==> src/rtl/mult_unit.sv <==
// Iterative shift-add multiplier for MULT-class instructions: one radix-2 step per
// cycle over WIDTH cycles, a sign-fix cycle, then a one-cycle done pulse.
module mult_unit #(
    parameter int WIDTH = 32,
    parameter int CNT_W = 6
) (
    input  logic             clk,
    input  logic             rst_n,
    input  logic             start,
    input  logic             signed_mode,
    input  logic [WIDTH-1:0] op_a,
    input  logic [WIDTH-1:0] op_b,
    output logic             busy,
    output logic             done,
    output logic [WIDTH-1:0] result_lo,
    output logic [WIDTH-1:0] result_hi
);

    typedef enum logic [1:0] {IDLE, RUN, FIX, DONE} state_t;

    state_t               state_q, state_d;
    logic [CNT_W-1:0]     cnt_q, cnt_d;
    logic [WIDTH-1:0]     mcand_q, mcand_d;
    logic [WIDTH-1:0]     mplr_q, mplr_d;
    logic                 neg_q, neg_d;
    logic [2*WIDTH-1:0]   acc_q, acc_d;
    logic                 busy_q, busy_d;
    logic                 done_q, done_d;
    logic [WIDTH-1:0]     lo_q, lo_d;
    logic [WIDTH-1:0]     hi_q, hi_d;
    logic [WIDTH:0]       sum;
    logic [2*WIDTH-1:0]   prod;
    logic                 accept;

    // The most-negative value maps onto itself, which reads correctly as unsigned.
    function automatic logic [WIDTH-1:0] abs_val(input logic [WIDTH-1:0] v, input logic en);
        return (en && v[WIDTH-1]) ? (~v + WIDTH'(1)) : v;
    endfunction

    function automatic logic [2*WIDTH-1:0] apply_sign(input logic [2*WIDTH-1:0] v, input logic neg);
        return neg ? (~v + (2*WIDTH)'(1)) : v;
    endfunction

    assign accept = start && (state_q == IDLE || state_q == DONE);
    assign sum    = {1'b0, acc_q[2*WIDTH-1:WIDTH]} + {1'b0, (mplr_q[0] ? mcand_q : '0)};
    assign prod   = apply_sign(acc_q, neg_q);

    always_ff @(posedge clk or negedge rst_n) begin
        if (!rst_n) begin
            state_q <= IDLE;
            cnt_q   <= '0;
            mcand_q <= '0;
            mplr_q  <= '0;
            neg_q   <= 1'b0;
            acc_q   <= '0;
            busy_q  <= 1'b0;
            done_q  <= 1'b0;
            lo_q    <= '0;
            hi_q    <= '0;
        end else begin
            state_q <= state_d;
            cnt_q   <= cnt_d;
            mcand_q <= mcand_d;
            mplr_q  <= mplr_d;
            neg_q   <= neg_d;
            acc_q   <= acc_d;
            busy_q  <= busy_d;
            done_q  <= done_d;
            lo_q    <= lo_d;
            hi_q    <= hi_d;
        end
    end

    always_comb begin
        state_d = state_q;
        case (state_q)
            IDLE:    if (start) state_d = RUN;
            RUN:     if (cnt_q == CNT_W'(1)) state_d = FIX;
            FIX:     state_d = DONE;
            DONE:    state_d = start ? RUN : IDLE;
            default: state_d = IDLE;
        endcase
    end

    always_comb begin
        cnt_d   = cnt_q;
        mcand_d = mcand_q;
        mplr_d  = mplr_q;
        neg_d   = neg_q;
        acc_d   = acc_q;
        busy_d  = busy_q;
        done_d  = 1'b0;
        lo_d    = lo_q;
        hi_d    = hi_q;
        if (accept) begin
            mcand_d = abs_val(op_a, signed_mode);
            mplr_d  = abs_val(op_b, signed_mode);
            neg_d   = signed_mode & (op_a[WIDTH-1] ^ op_b[WIDTH-1]);
            acc_d   = '0;
            cnt_d   = CNT_W'(WIDTH);
            busy_d  = 1'b1;
        end else if (state_q == RUN) begin
            // Carry out of the upper-half add lands in the top bit after the shift.
            acc_d  = {sum, acc_q[WIDTH-1:1]};
            mplr_d = mplr_q >> 1;
            cnt_d  = cnt_q - CNT_W'(1);
        end else if (state_q == FIX) begin
            lo_d   = prod[WIDTH-1:0];
            hi_d   = prod[2*WIDTH-1:WIDTH];
            done_d = 1'b1;
            busy_d = 1'b0;
        end
    end

    assign busy      = busy_q;
    assign done      = done_q;
    assign result_lo = lo_q;
    assign result_hi = hi_q;

endmodule
==> config.mk <==
export PLATFORM = sky130hd
export DESIGN_NAME = mult_unit
export DESIGN_NICKNAME = d
export VERILOG_FILES = /design/src/rtl/mult_unit.sv
export SDC_FILE = /design/constraint.sdc
export NUM_CORES = 1
export LEC_CHECK = 0
export CELL_PAD_IN_SITES_DETAIL_PLACEMENT = 0
export CELL_PAD_IN_SITES_GLOBAL_PLACEMENT = 1
export CORE_MARGIN = 8
export CORE_UTILIZATION = 47
export CTS_CLUSTER_SIZE = 25
export DETAILED_ROUTE_END_ITERATION = 7
export PLACE_DENSITY = 0.9
export SYNTH_ARGS = -nofsm -noshare
export SYNTH_HDL_FRONTEND = slang
export SYNTH_SLANG_ARGS = --single-unit
==> constraint.sdc <==
create_clock -name clk -period 4.3 [get_ports clk]
set_input_delay 0.645 -clock clk [delete_from_list [all_inputs] [get_ports clk]]
set_output_delay 0.645 -clock clk [all_outputs]
set_load 0.01 [all_outputs]
=== After elaboration in Yosys (flattened, before gate mapping) ===
Index checks and enable logic that the tools add are counted.

* Bits in registers: 203
* Input port bits: 68
* Output and inout port bits: 66
* Logic and storage cells: 59

* Add/subtract/negate cells: 5
* Equal/unequal tests: 7
* Multiplexer cells: 20
* Bitwise operators: 7
* Reductions and logical operators: 10

{| class="wikitable"
|+ Operators with widths
! cell !! count
|-
| $mux W64 || 3
|-
| $mux W32 || 5
|-
| $add A32 B1 Y32 const B || 2
|-
| $add A64 B1 Y64 const B || 1
|-
| $not A32 Y32 || 2
|-
| $not A64 Y64 || 1
|-
| $add A32 B32 Y33 || 1
|-
| $mux W6 || 2
|-
| $pmux W2 S4 || 1
|-
| $mux W1 || 7
|-
| $eq A6 B1 Y1 const B || 1
|-
| $ne A2 B2 Y1 const B || 3
|-
| $sub A6 B1 Y6 const B || 1
|-
| $eq A2 B2 Y1 const B || 2
|-
| $mux W2 || 2
|-
| $reduce_and A2 Y1 || 2
|-
| $reduce_bool A2 Y1 || 2
|-
| $logic_and A1 B1 Y1 || 3
|-
| $reduce_and A3 Y1 || 1
|-
| $eq A2 B1 Y1 const B || 1
|-
| $logic_not A2 Y1 || 1
|-
| $not A1 Y1 || 2
|-
| $and A1 B1 Y1 || 1
|-
| $logic_or A1 B1 Y1 || 1
|-
| $xor A1 B1 Y1 || 1
|}

=== Longest topological paths before layout ===
* Word-level depth: 5
* Gate-level depth with buffers: 11
* Mapped depth without buffers: 10

=== Least setup slack after synthesis ===
No wires, ideal clock.

* Path kind: reg2reg
* Start: reg mplr_q[0]
* End: reg acc_q[62]
* Library setup time: 136 ps
* Arrival time: 2723 ps
* Data required time: 4164 ps
* Path slack: 1441 ps
* Cell stages (with the launch flop): 12
* Buffers on the path: 2
* Period minus slack after synthesis: 2859 ps
* Path through: dfrtp_1 -> clkbuf_1 -> and2_1 -> ha_1 -> clkbuf_1 -> a21oi_1 -> o21ai_0 -> a31oi_1 -> nor2_1 -> a311oi_1 -> o32ai_1 -> or3b_2

* Longest elaborated chain between the ends: 4

{| class="wikitable"
|+ RTL lines
! what !! RTL line !! text
|-
| start, declared || 24 || <nowiki>logic [WIDTH-1:0] mplr_q, mplr_d;</nowiki>
|-
| start signal, assigned || 64 || <nowiki>mplr_q <= mplr_d;</nowiki>
|-
| $mux W32 || 45 || <nowiki>assign sum = {1'b0, acc_q[2*WIDTH-1:WIDTH]} + {1'b0, (mplr_q[0] ? mcand_q : '0)};</nowiki>
|-
| $add A32 B32 Y33 || 45 ||
|-
| $mux W64 || 102 || <nowiki>end else if (state_q == RUN) begin</nowiki>
|-
| $mux W64 || 95 || <nowiki>if (accept) begin</nowiki>
|-
| end signal, assigned || 55 || <nowiki>acc_q <= '0;</nowiki>
|-
| end signal, assigned || 66 || <nowiki>acc_q <= acc_d;</nowiki>
|-
| end, declared || 26 || <nowiki>logic [2*WIDTH-1:0] acc_q, acc_d;</nowiki>
|}

Every way passes these cells. The select of a mux whose other input is x is not followed.
A chain may end at the register's enable or synchronous reset.

=== Final worst setup path ===
Same ends and word-level chain as after synthesis.

==> impl_metrics.tcl <==
set metrics [dict create \
    syn_to_final_growth_pct 18.3 \
    path_depth 9 \
    finalSetupTns_ns 0 \
    path_buf_inv 0 \
    place_hpwl_mm 21.6 \
    cts_hold_buf 0 \
    crit_end "acc_q[62]" \
    grt_pass1_wl_mm 48.4 \
    async_flop_share_pct 100 \
    overflow 0 \
    hp-class "in2async" \
    diodes 0 \
    die_w_um 179 \
    synth_seq_cells 203 \
    wl_mm 29.3 \
    grt_max_degree 112 \
    fp.dieH_um 179 \
    synthCells 1419 \
    synth_top_area_share_pct 40.6 \
    fin_util_pct 56.7 \
    start_kind "flop" \
    yosysMostFrequentCell "dfrtp_1" \
    synth.area.top_cells "dfrtp_1, o21ai_0, xor2_1, nand2_1, mux2i_1" \
    fin_crit_sh_pct 81.0 \
    cts.sinks 203 \
    ant_nets 0 \
    clockBufferDepth 3 \
    rsz0062_at_grt "false" \
    p_total_w 0.00937 \
    slew_violations 0 \
    cts_resized 0 \
    cp_cell_sequence "and2_1, ha_1, a21oi_1, o21ai_0, a31oi_1, nor2_1, a311oi_1, o32ai_1, or3b_2" \
    via_count 10200 \
    setup_viol 0 \
    tritoncts "built" \
    fillCellCount 2398 \
    clockRootBuffer "clkbuf_16" \
    cts_buffers 22 \
    drc_errors 0 \
    slowest_stage "dfrtp_1" \
    netlist_top_cells_count "dfrtp_1, nand2_1, o21ai_0" \
    worst-setup-path-type "reg2reg" \
    ff2ff_setup_slack_ns 0.82 \
    ff2ff_path_depth 9 \
    grtUsageTotal_pct 18.1 \
    clk_pin_slew_ns 0.06 \
    r2r_end "acc_q[62]" \
    post-cts-setup-buffers 0 \
    routed_via_density 5.49 \
    required_ns 4.67 \
    numPortBuffers 133 \
    synth_edf_count 0 \
    layout-drive-gt1-share_pct 4.87 \
    hold_slack_ns 0.206 \
    rows 59 \
    ys_seq_area_share_pct 40.6 \
    hold_violations 0 \
    p_per_area_nw_per_um2 632 \
    maxCapViolations 0 \
    io_pins 134 \
    tightest_slew_ns 1.08 \
    worstPathArrival_ns 3.86 \
    routedWlPerCell_um 15.8 \
    ir_drop_mv 0.406 \
    end_kind "flop" \
    skew_ns 0.0108 \
    status "finished, final reports clean" \
    synth_cell_type_count 62 \
    clock_latency_ns 0.50 \
    clock.fmax_mhz 287 \
    fin_nets 1617 \
    grt_pass1_vias 9670 \
    die-area_um2 32100 \
    syn_area_um2 12500 \
    drtIter0Drc 629 \
    worstSetupStartpoint "mplr_q[0]" \
    antenna_found_initial 0 \
    place.gp.congestion 0.883 \
    cpPeakStageDelay_ns 0.84 \
    ys.flop_type "dfrtp_1" \
    leakage_nw 6.40 \
    maxSlewHeadroom_pct 28.2 \
    drt_pre_antenna_iters 5 \
    synth_top_cell_by_area "dfrtp_1" \
    final.min_clock_period_ns 3.48 \
    floorplan.initialDensity_pct 47.9 \
    synth_warnings 0 \
    r2r-start "mplr_q[0]" \
    coreArea_um2 26100 \
    cts_max_level 1 \
    path_delay_family "compound AO/OA/AOI/OAI gates" \
    syn_nets 1530 \
    synth_area_per_cell_um2 8.83 \
    critPathMaxFanout 33 \
]
==> layer usage <==
metal / vias to the layer above / GRT usage [%] / share of wire (%)
met2: 251 / 27.6 / 43
met3: 41 / 3.07 / 5.9
met5: - / 0 / 0
met4: 0 / 3.96 / 1.6
met1: 4698 / 26.4 / 50
li1: 5186 / - / -
==> sequential cells by signal (all words and copies together) (netlist names), 2 cells and up <==
signal	flops
state_q	2
result_hi	32
acc_q	64
cnt_q	6
mcand_q	32
mplr_q	32
result_lo	32
==> kinds of logic (layout without fill, tap and decap cells) <==
kind of cell    after synthesis  in the layout  share of synthesized area, %
fa+ha+maj                    43             43                          4.35
mux                          62             62                          4.96
simple gates                474            474                          18.2
compound gates              386            386                          18.6
buf+inv                     106            207                          3.18
flops                       203            203                          40.6
xor+xnor                    145            145                          10.1
==> layout by cell type (no fill, tap or decap), types with 7 or more instances in the layout <==
cell type        synthesis  layout
nand2_1                188     187
inv_1                   26      26
nand3_1                 24      24
or3_1                   19      19
a211oi_1                19      19
nand4_1                 10      10
a31oi_1                 11      11
or2_2                    8       8
o21ai_0                180     180
and3_1                  11      11
clkdlybuf4s50_1          0     132
nor2b_1                 12      11
dfrtp_1                203     202
xnor2_1                 49      49
mux2i_1                 61      61
o41ai_1                  8       8
or4_1                   12      12
ha_1                    42      41
nor4_1                   8       8
and2_1                  38      38
clkbuf_8                 0       7
xor2_1                  96      96
nor2_1                  95      95
nor3_1                  29      29
o31ai_1                 34      34
a21oi_1                 69      69
o21ai_1                  8       8
buf_4                    0       8
o21bai_1                 7       7
clkbuf_16                0      23
a21o_1                  13      13
==> how the worst min path moves through the flow <==
stage,startpoint,endpoint,slack [ns],depth (start not counted)
5_1_grt,rst_n,mcand_q[1],0.30,1
2_1_floorplan,rst_n,acc_q[0],0.35,0
6_report,rst_n,mcand_q[1],0.21,1
3_3_place_gp,mcand_q[21],mcand_q[21],0.46,2
3_5_place_dp,mcand_q[31],mcand_q[31],0.46,2
4_1_cts,rst_n,mcand_q[1],0.26,1
==> cell type report <==
type / instances / area (um2) / area share [%]
inverter: 26 / 97.6 / 0.659
sequential: 203 / 5080 / 34.3
clock buffer: 33 / 673 / 4.54
timing repair buffer: 143 / 1440 / 9.69
clock inverter: 5 / 28.8 / 0.194
multi-input combinational: 1110 / 7080 / 47.8
tap: 335 / 419 / 2.83
==> metrics by stage <==
step	cell area [um2]	setup slack [ns]	instances
2_1_floorplan	12500	1.44	1419
3_3_place_gp	14100	0.943	1817
3_5_place_dp	14100	0.862	1817
4_1_cts	14800	0.868	1855
5_1_grt	14800	0.494	1855
6_report	14800	0.817	1855
==> report_power, final <==
part | internal (W) | total (W) | leakage [nW] | switching [W]
Clock | 0.00108 | 0.00182 | 0.351 | 0.000745
Combinational | 0.00184 | 0.00435 | 3.42 | 0.00251
Sequential | 0.00257 | 0.00320 | 2.64 | 0.000630
==> worst reg2reg max path, delay by kind of cell, from the launching register on <==
family                   cells  cell delay, ns
adder cells (fa/ha/maj)      1            0.34
flip-flops                   1            0.84
AO/OA/AOI/OAI                5            1.36
AND/OR/NAND/NOR              3            0.83
Note: power is estimated with default switching activity, not from simulation.
